[config.mk]
export PLATFORM = sky130hd
export DESIGN_NAME = conv_encoder_k3
export DESIGN_NICKNAME = d
export VERILOG_FILES = /design/src/rtl/conv_encoder_k3.sv
export SDC_FILE = /design/constraint.sdc
export NUM_CORES = 1
export LEC_CHECK = 0
export BUFFER_PORTS_ARGS = -buffer_cell sky130_fd_sc_hd__buf_2
export CAP_MARGIN = 20
export CORE_MARGIN = 2
export CORE_UTILIZATION = 40
export DETAILED_ROUTE_END_ITERATION = 8
export PLACE_DENSITY_LB_ADDON = 0.1
export SLEW_MARGIN = 5
export SYNTH_ARGS = -nofsm -noshare
export SYNTH_HDL_FRONTEND = slang
export SYNTH_SLANG_ARGS = --single-unit
[constraint.sdc]
create_clock -name clk -period 1.8 [get_ports clk]
set_clock_uncertainty 0.05 [all_clocks]
set_input_delay 0.18 -clock clk [delete_from_list [all_inputs] [get_ports clk]]
set_output_delay 0.18 -clock clk [all_outputs]
set_load 0.01 [all_outputs]
[src/rtl/conv_encoder_k3.sv]
// conv_encoder_k3 -- rate-1/2 convolutional encoder (K=3, G0=111, G1=101).
//
// Takes a framed serial bit stream and emits one 2-bit symbol per input bit.
// After the frame's data bits it appends K-1 zero tail bits, so the decoder's
// trellis ends in state 0. The output is a single registered symbol with a
// valid/ready handshake.
//
// Ports:
//   clk          system clock, rising edge
//   rst          asynchronous reset, active high
//   start_i      frame start request, sampled only in IDLE
//   frame_len_i  data bits in the frame, latched when the start is accepted
//   in_valid_i   data_i is valid
//   in_ready_o   encoder accepts data_i this cycle
//   data_i       serial data bit
//   sym_valid_o  sym_o is valid
//   sym_ready_i  downstream consumes sym_o this cycle
//   sym_o        encoded symbol {G0 parity, G1 parity}
//   busy_o       high in any state other than IDLE
//   done_o       one-cycle pulse after the last tail symbol is consumed
//
// state | meaning
// ------+----------------------------------------------------------
// IDLE  | waiting for start_i with a non-zero frame length
// DATA  | encoding data bits until the remaining count reaches zero
// FLUSH | encoding K-1 zero tail bits
// DONE  | waiting for the last tail symbol to leave, then pulse done

module conv_encoder_k3 #(
    parameter int             K     = 3,
    parameter logic [K-1:0]   G0    = 3'b111,
    parameter logic [K-1:0]   G1    = 3'b101,
    parameter int             LEN_W = 8
) (
    input  logic             clk,
    input  logic             rst,
    input  logic             start_i,
    input  logic [LEN_W-1:0] frame_len_i,
    input  logic             in_valid_i,
    output logic             in_ready_o,
    input  logic             data_i,
    output logic             sym_valid_o,
    input  logic             sym_ready_i,
    output logic [1:0]       sym_o,
    output logic             busy_o,
    output logic             done_o
);

    localparam int FC_W = $clog2(K);

    typedef enum logic [1:0] {S_IDLE, S_DATA, S_FLUSH, S_DONE} state_t;

    state_t           state_q, state_d;
    logic [K-2:0]     sr_q, sr_next;
    logic [LEN_W-1:0] remaining_q, remaining_d;
    logic [FC_W-1:0]  flush_q, flush_d;
    logic [1:0]       sym_q, sym_next;
    logic             sym_valid_q;
    logic             done_q, done_d;
    logic             slot_free;
    logic             load;
    logic             sr_clear;
    logic             enc_bit;
    logic [K-1:0]     window;

    // The symbol slot can take a new value when empty or being drained now.
    assign slot_free   = !sym_valid_q || sym_ready_i;
    assign in_ready_o  = (state_q == S_DATA) && slot_free;
    assign sym_valid_o = sym_valid_q;
    assign sym_o       = sym_q;
    assign busy_o      = (state_q != S_IDLE);
    assign done_o      = done_q;

    always_comb begin
        state_d     = state_q;
        remaining_d = remaining_q;
        flush_d     = flush_q;
        done_d      = 1'b0;
        load        = 1'b0;
        sr_clear    = 1'b0;
        enc_bit     = 1'b0;
        case (state_q)
            S_IDLE: begin
                if (start_i && (frame_len_i != '0)) begin
                    remaining_d = frame_len_i;
                    sr_clear    = 1'b1;
                    state_d     = S_DATA;
                end
            end
            S_DATA: begin
                if (in_valid_i && in_ready_o) begin
                    load        = 1'b1;
                    enc_bit     = data_i;
                    remaining_d = remaining_q - LEN_W'(1);
                    if (remaining_q == LEN_W'(1)) begin
                        flush_d = FC_W'(K - 1);
                        state_d = S_FLUSH;
                    end
                end
            end
            S_FLUSH: begin
                if (slot_free) begin
                    load    = 1'b1;
                    enc_bit = 1'b0;
                    flush_d = flush_q - FC_W'(1);
                    if (flush_q == FC_W'(1)) begin
                        state_d = S_DONE;
                    end
                end
            end
            S_DONE: begin
                if (slot_free) begin
                    done_d  = 1'b1;
                    state_d = S_IDLE;
                end
            end
            default: state_d = S_IDLE;
        endcase
    end

    // Window: current bit in the MSB, oldest stored bit in the LSB.
    always_comb begin
        window[K-1] = enc_bit;
        for (int i = 0; i < K - 1; i++) begin
            window[K-2-i] = sr_q[i];
        end
        sym_next = {^(window & G0), ^(window & G1)};
        sr_next[0] = enc_bit;
        for (int i = 1; i < K - 1; i++) begin
            sr_next[i] = sr_q[i-1];
        end
    end

    always_ff @(posedge clk or posedge rst) begin
        if (rst) begin
            state_q     <= S_IDLE;
            sr_q        <= '0;
            remaining_q <= '0;
            flush_q     <= '0;
            sym_q       <= 2'b00;
            sym_valid_q <= 1'b0;
            done_q      <= 1'b0;
        end else begin
            state_q     <= state_d;
            remaining_q <= remaining_d;
            flush_q     <= flush_d;
            done_q      <= done_d;
            if (sr_clear) begin
                sr_q <= '0;
            end else if (load) begin
                sr_q <= sr_next;
            end
            // A load in the same cycle as a consume replaces the symbol with no bubble.
            if (load) begin
                sym_q       <= sym_next;
                sym_valid_q <= 1'b1;
            end else if (sym_ready_i) begin
                sym_valid_q <= 1'b0;
            end
        end
    end

endmodule

==> out/qor.yml, run 1 <==
clock-sinks: 18
crit_fanout: 6
ir_drop_v: 0.0006248
final.setup.tns_ns: 0
end_kind: "flop"
critical_path_class: "reg2reg"
grt_antenna_before_repair: 0
ys_seq_area_share_pct: 36.33
synth_area_um2: 1240
clockRootBuffer: "clkbuf_4"
fin_nets: 194
clk_pin_slew_ns: 0.09
run_status: "finished, final reports clean"
syn-num-nets: 148
routedWlPerCell_um: 14.82
route.detailed.drc: 0
core_area_um2: 3003
wl_um: 3008
clockBufferDepth: 2
synth_ff_type: "dfrtp_1"
ys_ff_latch: 18
drt-initial-drc-count: 56
drive_above_1_share_pct: 42.35
maxSlewViolCount: 0
cp_data_arrival_time_ns: 1.91
setup_viol: 0
portBuffers: 19
pwr_density_cell_nw_per_um2: 1746
initial_core_util_pct: 41.29
cts_buffers: 3
track_usage_pct: 19.34
syn2layout_area_growth_pct: 32.80
htree_num_levels: 1
synth.area.top_cells: "dfrtp_1 36%, ha_1 8.1%, mux2i_1 3.2%"
slew_headroom_pct: 52.92
route.vias.total: 1126
fin_crit_ns: 1.780
place.gp.congestion: 0.8171
critPathRequiredTime_ns: 1.93
antennaDiodeCount: 0
synth_top_area_share_pct: 36.33
synthArstFlopShare_pct: 100.0
cts_tree: "done"
yosys-top-cells-count: "18 x dfrtp_1, 9 x nand2_1, 8 x ha_1"
row_count: 20
synth_most_common_cell: "dfrtp_1"
synthCells: 126
first_pass_iters: 4
synth_edf_count: 0
overflow: 0
yosysTopAreaCell: "dfrtp_1"
leakagePower_nw: 0.7648
hold_viol: 0
min_path_type: "in2reg"
grt_pass1_wl_um: 5161
postSynthAreaPerCell_um2: 9.841
grt_pass1_vias: 1203
place_ws_ns: -0.08000
dieArea_um2: 3561
rsz0062_at_grt: "yes"
die_width_um: 59.68
drtAntennaViolNets: 0
die_h_um: 59.68
fin_util_pct: 54.83
insertion_delay_ns: 0.28
hpwl_um: 2358
io_pins: 20
startpoint_type: "flop"
worstMarginPinSlew_ns: 0.7054
drv_cap: 0
min_period_over_period_pct: 98.86
layout_setup_ws_ns: 0.02043
fmax_mhz: 561.9
synth_warnings: 0
viasPerCell: 5.547
yosysUniqueCellTypes: 50
grt_max_degree: 20
[worst max-delay path, cell delays in order (launching register included)]
cell	delay (ns)
dfrtp_1	0.44
inv_2	0.12
ha_4	0.15
inv_4	0.05
a2bb2oi_4	0.16
or3_4	0.41
a211o_2	0.30
[logic make-up (layout without fill, tap and decap cells)]
logic type / after synthesis / count (layout) / synth area share, %
AOI/OAI and AO/OA: 34 / 34 / 20.89
and+or+nand+nor: 47 / 47 / 23.61
xor gates and xnor gates: 2 / 2 / 2.523
DFF: 18 / 18 / 36.33
muxes: 5 / 5 / 4.137
buffers and inverters: 12 / 56 / 4.439
adders and majority gates: 8 / 8 / 8.073
[registers in the layout (all words and copies together) (netlist names)]
register / count
flush_q: 2
done_o: 1
sym_o: 2
state_q: 2
sr_q: 2
sym_valid_o: 1
remaining_q: 8
[final timing paths]
path,start,end,slack (ns),cells past startpoint
min reg2reg,sym_o[1],sym_o[1],0.43,2
max in group asynchronous,rst,remaining_q[4],0.77,3
min,frame_len_i[0],remaining_q[0],0.18,3
max,state_q[0],remaining_q[6],0.02,6
max reg2reg,state_q[0],remaining_q[6],0.02,6
min in group asynchronous,rst,remaining_q[0],0.49,3
[stage by stage]
| step | std cells | cell area, µm² | hold WS, ns | total power [W] |
|---|---|---|---|---|
| after global routing | 203 | 1647 | 0.1692 | 0.003125 |
| after CTS | 203 | 1625 | 0.1589 | 0.002842 |
| final | 203 | 1647 | 0.1774 | 0.002875 |
| after floorplan | 126 | 1286 | 0.06857 | 0.001942 |
| after detailed placement | 196 | 1558 | 0.3013 | 0.002566 |
| after global placement | 196 | 1558 | 0.2748 | 0.002522 |
[layout make-up]
cell class | count | area [µm²]
inverters | 7 | 28.78
multi-input cells | 96 | 803.3
flip-flops and latches | 18 | 450.4
fillers | 276 | 1356
clock buffers | 3 | 22.52
well taps | 33 | 41.29
repair buffers | 46 | 300.3
[metal layers]
metal  global-route usage (%)  part of all wire [%]  vias to the layer above
li1                         -                     -                      555
met5                        0                     0                        -
met3                    2.381                   4.4                        7
met2                    33.85                    51                       30
met4                    7.937                   1.8                        0
met1                    23.84                    43                      534
[cell usage in the layout (no fill, tap or decap), drive strengths merged, types with 4 or more instances in the layout]
master  instances
dfrtp          18
ha              8
mux2i           4
and2            4
nor2b           5
nand2           9
o21ai           8
o41ai           4
nor2            7
inv             7
a21oi           5
buf            45
nand2b          5
[power by group]
part	internal, W	switching (W)
clock	0.0000777	0.000116
sequential	0.000596	0.000148
combinational	0.00102	0.000913
total	0.00170	0.00118
[what timing repair did]
item / in CTS / in global routing
resized for setup: 3 / 6
pin swaps: 1 / 4
hold endpoints to repair: 18 / 0
buffers inserted: 3 / 0
hold buffers: 1 / 0
endpoints found under the setup margin: 3 / 8
No activity file was read; power rests on OpenSTA's default activity.
==> run 2, diff against run 1 <==
Settings changed: REMOVE_ABC_BUFFERS set to 1.
Clock period 1.8 ns to 2 ns, I/O delays scaled along.
==> run 2 against run 1 <==
Effect of this change:
- worst hold slack lost 0.016 ns
- clock power shrank 8%
- maximum frequency shrank 5.5%
- total power shrank 23%
- final cell count shrank 8.4%
- non-clock buffer count shrank 17
==> out/qor.yml, run 2 (synthesis results as in run 1) <==
critPathRequiredTime_ns: 2.13
power.internal_w: 0.001259
portBuffers: 19
crit_fanout: 6
p_sw_w: 0.0009430
end_kind: "flop"
seqPwrFrac_pct: 31.4
drt-initial-drc-count: 55
leakagePower_nw: 0.6745
min_period_over_period_pct: 94.11
fin_nets: 177
r2r-start: "state_q[0]"
instances_no_fill: 186
clockBufferDepth: 2
min_path_type: "in2reg"
dp_cells: 181
hold_start: "frame_len_i[0]"
clockRootBuffer: "clkbuf_4"
drv_cap: 0
antennaDiodeCount: 0
viasPerCell: 5.586
routedWlPerCell_um: 15.13
fin_crit_ns: 1.882
core_area_um2: 3003
layout_commonest_cell: "buf_2"
startpoint_type: "flop"
initial_core_util_pct: 41.29
insertion_delay_ns: 0.29
overflow: 0
grt_max_degree: 20
syn2layout_area_growth_pct: 17.56
pwr-share-clk_pct: 8.1
wl_um: 2815
row_count: 20
first_pass_iters: 4
cp-startpoint: "state_q[0]"
worstMarginPinSlew_ns: 0.6911
pwr_density_cell_nw_per_um2: 1511
run_status: "finished, final reports clean"
cp_slowest_stage_delay_ns: 0.42
swShare_pct: 42.82
grt_pass1_vias: 1049
nFillCells: 302
grt_pass1_wl_um: 4747
cpMaxStageDelayCell: "dfrtp_1"
cp_cell_sequence: "inv_1, ha_1, inv_2, a2bb2oi_2, or3_4, a211o_2"
cp_data_arrival_time_ns: 2.01
rsz0062_at_grt: "no"
critPathTopFamily: "compound AO/OA/AOI/OAI gates"
route.vias.total: 1039
placed_area_um2: 1408
io_pins: 20
largest-register: "remaining_q"
setup_viol: 0
critPathBufInv: 2
die_h_um: 59.68
fmax_mhz: 531.3
hold_viol: 0
htree_num_levels: 1
cts_tree: "done"
cts_buffers: 3
track_usage_pct: 17.89
largest_register_ff_count: 8
final_cell_mix: "19 x buf_2, 18 x dfrtp_1, 9 x nand2_1, 9 x buf_4, 8 x ha_1"
drive_above_1_share_pct: 30.72
maxSlewViolCount: 0
p_comb_share_pct: 60.4
slew_headroom_pct: 53.88
die_width_um: 59.68
hpwl_um: 2151
clock-sinks: 18
fin_area_um2: 1458
critical_path_class: "reg2reg"
ir_drop_v: 0.0007102
drtAntennaViolNets: 0
place.gp.congestion: 0.8637
grt_antenna_before_repair: 0
route.detailed.drc: 0
dieArea_um2: 3561
clk_pin_slew_ns: 0.10
fin_util_pct: 48.54
run 2: cell types whose count changed in the layout (fill, tap and decap cells not counted), moves of 2 or more:
| cell | change |
|---|---|
| inv_1 | +2 |
| buf_4 | -17 |
| o21ai_0 | +2 |
| o41ai_2 | -2 |
| ha_1 | +3 |
| ha_4 | -2 |
| o41ai_1 | +2 |
| o21ai_1 | -2 |
run 2: per-stage QoR:
| stage | hold slack [ns] | total power, W | TNS [ns] | setup WS, ns |
|---|---|---|---|---|
| 2_1_floorplan | 0.08857 | 0.001599 | -1.167 | -0.2727 |
| 3_3_place_gp | 0.2993 | 0.001981 | 0 | 0.06357 |
| 3_5_place_dp | 0.3002 | 0.002000 | 0 | 0.06969 |
| 4_1_cts | 0.1524 | 0.002195 | 0 | 0.03988 |
| 5_1_grt | 0.1836 | 0.002418 | 0 | 0.001666 |
| 6_report | 0.1618 | 0.002202 | 0 | 0.1178 |
run 2: worst min-delay path, cell delays in order:
cell     delay [ns]
buf_2          0.11
nor2_1         0.09
o31ai_1        0.07
run 2: cell type report:
| cell class | instances | area, µm² | area share [%] |
|---|---|---|---|
| sequential | 18 | 450.4 | 30.90 |
| multi-input combinational | 96 | 744.5 | 51.07 |
| clock buffer | 3 | 22.52 | 1.545 |
| inverter | 7 | 26.28 | 1.803 |
| tap | 33 | 41.29 | 2.833 |
| timing repair buffer | 29 | 172.7 | 11.85 |
run 2: what timing repair did:
| item | 4_1_cts | 5_1_grt |
|---|---|---|
| hold endpoints to repair | 18 | 0 |
| resized for setup | 0 | 2 |
| setup endpoints to repair | 0 | 2 |
| setup buffers | 0 | 1 |
| hold buffers | 1 | 0 |
run 2: worst paths after layout:
path | depth (start not counted) | end | slack (ns)
max reg2reg | 6 | remaining_q[6] | 0.12
min in group asynchronous | 3 | sym_o[1] | 0.50
max in group asynchronous | 3 | remaining_q[4] | 0.96
min reg2reg | 2 | sym_o[0] | 0.44
min | 3 | remaining_q[0] | 0.16
max | 6 | remaining_q[6] | 0.12
run 2: power groups by stage:
stage	Clock, W	Combinational, W	Sequential, W
floorplan	0	0.000914	0.000685
CTS	0.000194	0.00131	0.000690
detailed placement	0	0.00130	0.000696
global route	0.000206	0.00150	0.000713
finish	0.000179	0.00133	0.000692
global placement	0	0.00129	0.000692
run 2: metal layers:
layer  vias up  routed length (µm)  global-route usage [%]  part of all wire (%)
met5         -                   0                       0                     0
met4         0                  39                   8.254                   1.4
met3         4                  94                   1.948                   3.3
met2        21                1375                   30.28                    49
met1       496                1306                   22.72                    46
li1        518                   -                       -                     -
